`config.mk`:
```
export PLATFORM = sky130hd
export DESIGN_NAME = input_conditioner
export DESIGN_NICKNAME = d
export VERILOG_FILES = /design/src/rtl/noc_io_pkg.sv /design/src/rtl/input_conditioner_debounce_channel.sv /design/src/rtl/input_conditioner.sv
export SDC_FILE = /design/constraint.sdc
export NUM_CORES = 1
export LEC_CHECK = 0
export CORE_MARGIN = 4
export CORE_UTILIZATION = 45
export DETAILED_ROUTE_END_ITERATION = 7
export DONT_BUFFER_PORTS = 1
export SYNTH_ARGS = -nofsm -noshare
export SYNTH_HDL_FRONTEND = slang
export SYNTH_SLANG_ARGS = --single-unit
```
`constraint.sdc`:
```
create_clock -name Clock -period 3 [get_ports Clock]
set_clock_uncertainty 0.15 [all_clocks]
set_input_delay 0.3 -clock Clock [delete_from_list [all_inputs] [get_ports Clock]]
set_output_delay 0.3 -clock Clock [all_outputs]
set_load 0.02 [all_outputs]
```
`src/rtl/noc_io_pkg.sv`:
```
// -----------------------------------------------------------------------------
// noc_io_pkg
// Shared constants and helpers for the board-input front-end of the noc.
//   DEFAULT_DEBOUNCE_COUNT : 25 ms of stable input at 50 MHz
//   SIM_DEBOUNCE_COUNT     : short debounce window so simulations stay quick
//   deb_action_e           : the four things a debounce channel can do per cycle
//   deb_action()           : priority decode of those actions
// -----------------------------------------------------------------------------
package noc_io_pkg;

  localparam int DEFAULT_DEBOUNCE_COUNT = 1250000;
  localparam int SIM_DEBOUNCE_COUNT     = 4;

  // Per-cycle decision of a debounce channel, highest priority first.
  typedef enum logic [1:0] {
    DEB_RESTART = 2'd0,  // synchronised input moved: adopt it as new candidate
    DEB_IDLE    = 2'd1,  // candidate already equals the output: nothing to do
    DEB_COMMIT  = 2'd2,  // candidate held long enough: publish it
    DEB_COUNT   = 2'd3   // candidate still proving itself: keep counting
  } deb_action_e;

  function automatic deb_action_e deb_action(
    input logic sample_differs,
    input logic settled,
    input logic at_terminal
  );
    deb_action_e act;
    if (sample_differs) begin
      act = DEB_RESTART;
    end else if (settled) begin
      act = DEB_IDLE;
    end else if (at_terminal) begin
      act = DEB_COMMIT;
    end else begin
      act = DEB_COUNT;
    end
    return act;
  endfunction

endpackage

```
`src/rtl/input_conditioner_debounce_channel.sv`:
```
// -----------------------------------------------------------------------------
// debounce_channel
// Two-flop synchroniser followed by a debouncer for a WIDTH-bit group of raw
// inputs that share one stability counter. The output only moves once the
// synchronised value has been steady for DEBOUNCE_COUNT consecutive cycles
// after being captured as candidate; any movement restarts the count.
//
// Ports:
//   clk     : clock
//   srst    : synchronous active-high reset, clears every register
//   raw     : asynchronous raw input levels
//   stable  : debounced output, all bits update on the same edge
//   changed : one-cycle pulse, high in the first cycle stable shows a new value
// -----------------------------------------------------------------------------
module debounce_channel
  import noc_io_pkg::*;
#(
  parameter int WIDTH          = 1,
  parameter int DEBOUNCE_COUNT = DEFAULT_DEBOUNCE_COUNT,
  parameter int CNT_WIDTH      = $clog2(DEBOUNCE_COUNT + 1)
) (
  input  logic             clk,
  input  logic             srst,
  input  logic [WIDTH-1:0] raw,
  output logic [WIDTH-1:0] stable,
  output logic             changed
);

  if (DEBOUNCE_COUNT < 1) begin : g_bad_count
    $error("debounce_channel: DEBOUNCE_COUNT must be at least 1");
  end

  // Last value the counter reaches; the counter therefore never wraps.
  localparam logic [CNT_WIDTH-1:0] CNT_LAST = CNT_WIDTH'(DEBOUNCE_COUNT - 1);

  logic [WIDTH-1:0]     s1_reg;
  logic [WIDTH-1:0]     s2_reg;
  logic [WIDTH-1:0]     cand_reg;
  logic [WIDTH-1:0]     cand_next;
  logic [WIDTH-1:0]     stable_reg;
  logic [WIDTH-1:0]     stable_next;
  logic [CNT_WIDTH-1:0] cnt_reg;
  logic [CNT_WIDTH-1:0] cnt_next;
  logic                 changed_reg;
  logic                 changed_next;
  deb_action_e          action;

  // Synchroniser: s1 may be metastable and is read only by s2.
  always_ff @(posedge clk) begin
    if (srst) begin
      s1_reg <= '0;
      s2_reg <= '0;
    end else begin
      s1_reg <= raw;
      s2_reg <= s1_reg;
    end
  end

  always_comb begin
    action       = deb_action(s2_reg != cand_reg,
                              cand_reg == stable_reg,
                              cnt_reg == CNT_LAST);
    cand_next    = cand_reg;
    stable_next  = stable_reg;
    cnt_next     = cnt_reg;
    changed_next = 1'b0;
    case (action)
      DEB_RESTART: begin
        cand_next = s2_reg;
        cnt_next  = '0;
      end
      DEB_IDLE: begin
        // Also abandons a count when the input bounced back to the old value.
        cnt_next = '0;
      end
      DEB_COMMIT: begin
        stable_next  = cand_reg;
        cnt_next     = '0;
        changed_next = 1'b1;
      end
      default: begin
        cnt_next = cnt_reg + 1'b1;
      end
    endcase
  end

  always_ff @(posedge clk) begin
    if (srst) begin
      cand_reg    <= '0;
      stable_reg  <= '0;
      cnt_reg     <= '0;
      changed_reg <= 1'b0;
    end else begin
      cand_reg    <= cand_next;
      stable_reg  <= stable_next;
      cnt_reg     <= cnt_next;
      changed_reg <= changed_next;
    end
  end

  assign stable  = stable_reg;
  assign changed = changed_reg;

endmodule

```
`src/rtl/input_conditioner.sv`:
```
// -----------------------------------------------------------------------------
// input_conditioner
// Front-end between raw board keys/switches and the noc core. Every button is
// its own debounce channel; the switch vector is one channel with a shared
// counter so the whole vector updates atomically.
//
// Ports:
//   Clock           : system clock
//   Reset           : synchronous active-high reset
//   ButtonsRaw      : raw button levels, 1 = pressed (already active-high)
//   SwitchesRaw     : raw switch levels
//   Buttons         : debounced button levels
//   ButtonPress     : one-cycle pulse per debounced button press (not release)
//   Switches        : debounced switch vector
//   SwitchesChanged : one-cycle pulse when Switches takes a new value
// -----------------------------------------------------------------------------
module input_conditioner
  import noc_io_pkg::*;
#(
  parameter int DEBOUNCE_COUNT = DEFAULT_DEBOUNCE_COUNT,
  parameter int N_BUTTONS      = 2,
  parameter int SW_WIDTH       = 32,
  parameter int CNT_WIDTH      = $clog2(DEBOUNCE_COUNT + 1)
) (
  input  logic                 Clock,
  input  logic                 Reset,
  input  logic [N_BUTTONS-1:0] ButtonsRaw,
  input  logic [SW_WIDTH-1:0]  SwitchesRaw,
  output logic [N_BUTTONS-1:0] Buttons,
  output logic [N_BUTTONS-1:0] ButtonPress,
  output logic [SW_WIDTH-1:0]  Switches,
  output logic                 SwitchesChanged
);

  genvar gi;
  generate
    for (gi = 0; gi < N_BUTTONS; gi++) begin : g_button
      logic btn_stable;
      logic btn_changed;

      debounce_channel #(
        .WIDTH          (1),
        .DEBOUNCE_COUNT (DEBOUNCE_COUNT),
        .CNT_WIDTH      (CNT_WIDTH)
      ) u_btn (
        .clk     (Clock),
        .srst    (Reset),
        .raw     (ButtonsRaw[gi]),
        .stable  (btn_stable),
        .changed (btn_changed)
      );

      assign Buttons[gi]     = btn_stable;
      // Change pulse and level are both registered; a change to 1 is a press.
      assign ButtonPress[gi] = btn_changed & btn_stable;
    end
  endgenerate

  debounce_channel #(
    .WIDTH          (SW_WIDTH),
    .DEBOUNCE_COUNT (DEBOUNCE_COUNT),
    .CNT_WIDTH      (CNT_WIDTH)
  ) u_switches (
    .clk     (Clock),
    .srst    (Reset),
    .raw     (SwitchesRaw),
    .stable  (Switches),
    .changed (SwitchesChanged)
  );

endmodule
```
==> results of run 1 <==
==> cells in the mapped netlist (all sizes together) (2+ instances only) <==
library cell / number / area (um2)
dfxtp: 202 / 4040
nor2: 131 / 492
xor2: 92 / 806
nor2b: 71 / 444
mux2i: 68 / 681
clkbuf: 26 / 97.6
nor4: 25 / 163
nand2: 22 / 82.6
xnor2: 22 / 193
nand3: 19 / 100
nand4: 18 / 119
inv: 14 / 52.6
nor3: 10 / 50.1
o21ai: 10 / 50.1
ha: 9 / 113
a21oi: 8 / 40.0
or3: 8 / 50.1
and3: 7 / 43.8
buf: 7 / 37.5
and4: 5 / 47.6
and2: 4 / 25.0
or4: 4 / 37.5
or3b: 2 / 17.5
or4b: 2 / 23.8
==> timing repair <==
item / in CTS / in global routing
buffers inserted: 0 / 1
hold endpoints to repair: 139 / 0
resized for setup: 1 / 1
hold buffers: 35 / 0
endpoints found under the setup margin: 3 / 14
pin swaps: 0 / 1
==> layer usage <==
| metal | global-route usage | share of wire | up-vias |
|---|---|---|---|
| met5 | 0 | 0 | - |
| met4 | 0.0433 | 0.018 | 0 |
| met3 | 0.0478 | 0.066 | 24 |
| met2 | 0.284 | 0.48 | 116 |
| met1 | 0.208 | 0.43 | 2595 |
| li1 | - | - | 2791 |
==> final timing paths <==
check / from / endpoint / cells past startpoint
worst max-delay path: g_button[0].u_btn.cnt_reg[19]$_SDFF_PP0_ / g_button[0].u_btn.cnt_reg[7]$_SDFF_PP0_ / 7
worst min-delay path: Reset / g_button[1].u_btn.cnt_reg[1]$_SDFF_PP0_ / 2
worst max register to register: g_button[0].u_btn.cnt_reg[19]$_SDFF_PP0_ / g_button[0].u_btn.cnt_reg[7]$_SDFF_PP0_ / 7
worst min register to register: u_switches.s1_reg[31]$_SDFF_PP0_ / u_switches.s2_reg[31]$_SDFF_PP0_ / 1
==> logic make-up after synthesis <==
logic type,share of synthesized area
AOI/OAI and AO/OA,0.0154
xor gates and xnor gates,0.126
adders and majority gates,0.0143
buffers and inverters,0.0238
DFF,0.512
muxes,0.0862
and+or+nand+nor,0.222
==> cell usage in the layout (no fill, tap or decap), types with 2 or more instances in the layout <==
cell type / synthesis / final
clkbuf_8: 0 / 3
nand3_1: 18 / 18
nor4_2: 1 / 2
o21ai_0: 10 / 10
dlygate4sd3_1: 0 / 34
nand4_1: 17 / 17
clkbuf_16: 0 / 23
clkbuf_1: 26 / 2
ha_2: 0 / 2
nand2_1: 22 / 22
or4_4: 2 / 2
bufinv_16: 0 / 5
dfxtp_1: 202 / 202
xor2_1: 92 / 92
and2_1: 4 / 4
ha_1: 9 / 7
and3_1: 7 / 7
buf_12: 0 / 2
or3_1: 8 / 8
nor3_1: 10 / 10
nor2b_1: 71 / 71
clkinv_2: 0 / 6
buf_4: 2 / 41
nor2_1: 131 / 131
or4_1: 2 / 2
nor4_1: 24 / 23
and4_1: 3 / 3
a21oi_1: 8 / 8
xnor2_1: 22 / 22
mux2i_1: 68 / 68
inv_1: 14 / 14
==> worst max-delay path: cells and delay by family, from the launching register on <==
kind,cells,cell delay [ns]
DFF,1,0.33
and+or+nand+nor,4,1.72
adders and majority gates,1,0.17
AOI/OAI and AO/OA,2,0.36
==> cell type report <==
type	instances	area, um2	share of cell area
tap	225	282	0.0294
inverter	14	52.6	0.00549
sequential	202	4040	0.422
clock buffer	28	624	0.0652
timing repair buffer	78	716	0.0747
clock inverter	11	180	0.0188
multi-input combinational	548	3680	0.384
==> power by group through the flow <==
stage	registers, mW	logic, mW	clock network, mW
2_1_floorplan	2.82	0.126	0
3_3_place_gp	2.83	0.132	0
3_5_place_dp	2.84	0.134	0
4_1_cts	2.78	0.201	3.02
5_1_grt	2.78	0.221	3.14
6_report	2.78	0.198	2.94
==> flow_metrics.py, run 1 <==
metrics = {
    "floorplanning": {
        "rows": 48,
        "start_util": 0.458,
        "die-width_um": 141,
        "die-height_um": 141,
        "ios": 73,
        "die_area_um2": 19700,
        "coreArea_um2": 17200,
    },
    "place": {
        "place_area_um2": 8390,
        "dp_hpwl_mm": 11.5,
        "gp_congestion": 0.781,
        "pre_cts_ws_ns": -0.00372,
        "dpl.cell_count": 1031,
        "port_buffers": 0,
    },
    "synthesis": {
        "synthesis.nets": 842,
        "syn_area_per_cell_um2": 9.91,
        "syn_area_um2": 7900,
        "synth_edf_count": 0,
        "synth.distinct_cells": 44,
        "yosys_register_bits": 202,
        "seq_area_frac_synth": 0.512,
        "syn_inst": 797,
        "async_flop_share": 0,
        "synth_ff_type": "dfxtp_1",
        "ys.warnings.count": 0,
    },
    "clock_tree": {
        "clk_pin_slew_worst_paths_ns": 0.06,
        "tritoncts": "yes",
        "numCtsBuffers": 22,
        "htree_levels": 1,
        "clock_latency_ns": 0.50,
        "clockBufferDepth": 3,
        "cts_sinks": 202,
        "cts_root_buf": "clkbuf_16",
    },
    "timing": {
        "setup_violations": 0,
        "max_slew_margin": 0.587,
        "fmax_mhz": 357,
        "fin_ws_ns": 0.202,
        "hold_violations": 0,
        "rsz0062_at_grt": "no",
        "whs_ns": 0.0261,
        "worst_pin_slew_ns": 0.620,
        "maxSlewViolCount": 0,
        "finalSetupTns_ns": 0,
        "finalCritPeriodShare": 0.933,
        "fin_crit_ns": 2.80,
    },
    "cells_and_area": {
        "final_area_um2": 9580,
        "drive_above_1_share": 0.110,
        "fin_cells": 1106,
        "synthToLayoutAreaGrowth_pct": 21.3,
        "nFillCells": 1518,
        "final_nets": 911,
        "antenna_cells": 0,
        "utilization": 0.556,
        "largest_reg_flops": 42,
    },
    "route": {
        "drc": 0,
        "via_count": 5526,
        "antenna_left": 0,
        "wire_per_inst_um": 15.0,
        "viasPerCell": 5.00,
        "drtIter0Drc": 234,
        "drtPass1Iterations": 5,
        "wl_mm": 16.5,
    },
    "power_and_ir_drop": {
        "intPower_mw": 4.74,
        "seq_power_share": 0.470,
        "clockPowerShare": 0.497,
        "ir_drop_mv": 0.556,
        "pwr_density_cell_nw_per_um2": 617,
        "comb_power_share": 0.033,
        "p_sw_mw": 1.18,
        "leakagePower_nw": 4.04,
        "finalPower_mw": 5.91,
        "swShare": 0.199,
    },
    "outcome": {
        "outcome": "complete, no violations",
    },
    "critical_path": {
        "cp.required_ns": 3.27,
        "crit_path_end_kind": "flop",
        "startpoint_type": "flop",
        "worstSetupPathType": "reg -> reg",
        "crit_fanout": 21,
        "worstPathArrival_ns": 3.07,
        "crit_slowest_cell": "or3b_2",
        "cpPeakStageDelay_ns": 0.65,
        "reg2reg_slack_ns": 0.20,
        "crit_chain": "or4_1 > nor4_2 > a211oi_1 > a31oi_1 > ha_1 > or3b_2 > nor2_1",
    },
    "global_route": {
        "grt_antenna_before_repair": 0,
        "grt_usage": 0.167,
        "grt_max_degree": 140,
        "grt_overflow": 0,
        "grt_pass1_wl_mm": 27.6,
        "first_global_vias": 5630,
    },
    "worst_hold_path": {
        "hp-class": "in -> reg",
    },
    "run": {
        "cap_violations": 0,
    },
}
(Power assumes the default switching activity.)
==> run 2, diff against run 1 <==
--- a/config.mk
+++ b/config.mk
@@ -9,6 +9,7 @@
 export CORE_UTILIZATION = 45
 export DETAILED_ROUTE_END_ITERATION = 7
 export DONT_BUFFER_PORTS = 1
+export HOLD_SLACK_MARGIN = 0.05
 export SYNTH_ARGS = -nofsm -noshare
 export SYNTH_HDL_FRONTEND = slang
 export SYNTH_SLANG_ARGS = --single-unit
==> flow_metrics.py, run 2 (same netlist as run 1, synthesis figures left out) <==
metrics = {
    "power_and_ir_drop": {
        "leakagePower_nw": 4.04,
        "pwr_density_cell_nw_per_um2": 617,
        "ir_drop_mv": 0.557,
        "swShare": 0.199,
        "clockPowerShare": 0.497,
        "intPower_mw": 4.74,
        "comb_power_share": 0.033,
        "seq_power_share": 0.470,
        "p_sw_mw": 1.18,
    },
    "clock_tree": {
        "tritoncts": "yes",
        "numCtsBuffers": 22,
        "clk_pin_slew_worst_paths_ns": 0.06,
        "clock_latency_ns": 0.50,
        "cts_root_buf": "clkbuf_16",
        "clockBufferDepth": 3,
        "htree_levels": 1,
        "cts_sinks": 202,
    },
    "floorplanning": {
        "start_util": 0.458,
        "coreArea_um2": 17200,
        "rows": 48,
        "die_area_um2": 19700,
        "die-height_um": 141,
        "die-width_um": 141,
        "ios": 73,
    },
    "route": {
        "viasPerCell": 4.98,
        "wl_mm": 16.5,
        "via_count": 5504,
        "wire_per_inst_um": 14.9,
        "drc": 0,
        "drtPass1Iterations": 4,
        "antenna_left": 0,
        "drtIter0Drc": 193,
    },
    "global_route": {
        "first_global_vias": 5621,
        "grt_antenna_before_repair": 0,
        "grt_max_degree": 141,
        "grt_usage": 0.167,
        "grt_overflow": 0,
        "grt_pass1_wl_mm": 27.6,
    },
    "place": {
        "pre_cts_ws_ns": -0.00372,
        "gp_congestion": 0.781,
        "port_buffers": 0,
        "dp_hpwl_mm": 11.5,
    },
    "critical_path": {
        "crit_path_end_kind": "flop",
        "startpoint_type": "flop",
        "rr_startpoint": "g_button[0].u_btn.cnt_reg[19]$_SDFF_PP0_",
        "cp-startpoint": "g_button[0].u_btn.cnt_reg[19]$_SDFF_PP0_",
        "cp.required_ns": 3.28,
        "worstSetupPathType": "reg -> reg",
        "crit_fanout": 21,
        "worstPathArrival_ns": 3.09,
    },
    "timing": {
        "fin_crit_ns": 2.81,
        "fin_ws_ns": 0.190,
        "worst_pin_slew_ns": 0.558,
        "rsz0062_at_grt": "no",
        "setup_violations": 0,
        "hold_violations": 0,
        "finalCritPeriodShare": 0.937,
        "fmax_mhz": 356,
        "whs_ns": 0.0670,
        "maxSlewViolCount": 0,
        "max_slew_margin": 0.628,
    },
    "outcome": {
        "outcome": "complete, no violations",
    },
    "worst_hold_path": {
        "worstHoldStart": "Reset",
        "hp-class": "in -> reg",
    },
    "cells_and_area": {
        "final_nets": 911,
        "final_cell_mix": "dfxtp_1, nor2_1, xor2_1, nor2b_1, mux2i_1",
        "drive_above_1_share": 0.110,
        "largest_reg_flops": 42,
        "antenna_cells": 0,
        "synthToLayoutAreaGrowth_pct": 21.3,
        "mostFrequentLayoutCell": "dfxtp_1",
        "utilization": 0.556,
    },
    "run": {
        "cap_violations": 0,
    },
}
-- run 2: repair_timing --
action | 4_1_cts | 5_1_grt
endpoints found under the hold margin | 154 | 0
setup buffers | 0 | 1
gates resized for setup | 1 | 1
pin swaps | 0 | 1
setup endpoints to repair | 3 | 14
hold buffers | 35 | 0
-- run 2: area by class of cell --
| type | instances | area [um2] |
|---|---|---|
| well taps | 225 | 282 |
| inverters | 14 | 52.6 |
| multi-input cells | 548 | 3680 |
| clock inverters | 11 | 180 |
| clock buffers | 28 | 624 |
| fillers | 1518 | 7660 |
| flip-flops and latches | 202 | 4040 |
| repair buffers | 78 | 716 |
-- run 2: through the flow --
stage / power (mW) / instance area [um2] / TNS, ns / instances
floorplan: 2.95 / 7900 / 0 / 797
global placement: 2.97 / 8390 / 0 / 1031
detailed placement: 2.97 / 8390 / -0.00599 / 1031
CTS: 6.00 / 9570 / 0 / 1105
global route: 6.15 / 9580 / 0 / 1106
finish: 5.91 / 9580 / 0 / 1106
-- run 2: worst max-delay path, stage by stage (launching register included) --
cell and delay (ns):
dfxtp_1 0.33, or4_1 0.53, nor4_2 0.37, a211oi_1 0.13, a31oi_1 0.23, ha_1 0.17
or3b_2 0.65, nor2_1 0.19
-- run 2: path summary, 6_finish.rpt --
kind         slack, ns  cells past startpoint                                      end
min reg2reg       0.28                      1         u_switches.s2_reg[31]$_SDFF_PP0_
max reg2reg       0.19                      7  g_button[0].u_btn.cnt_reg[7]$_SDFF_PP0_
min               0.07                      2  g_button[0].u_btn.cand_reg$_SDFFE_PP0N_
max               0.19                      7  g_button[0].u_btn.cnt_reg[7]$_SDFF_PP0_
-- run 2: power by group through the flow --
stage | registers (mW) | logic [mW] | clock network [mW]
2_1_floorplan | 2.82 | 0.126 | 0
3_3_place_gp | 2.83 | 0.132 | 0
3_5_place_dp | 2.84 | 0.134 | 0
4_1_cts | 2.78 | 0.201 | 3.02
5_1_grt | 2.78 | 0.222 | 3.14
6_report | 2.78 | 0.197 | 2.94
-- run 2: layer usage --
layer | share of wire | track usage | vias to the layer above
li1 | - | - | 2790
met1 | 0.43 | 0.208 | 2574
met2 | 0.48 | 0.285 | 113
met3 | 0.065 | 0.0475 | 27
met4 | 0.018 | 0.0403 | 0
met5 | 0 | 0 | -
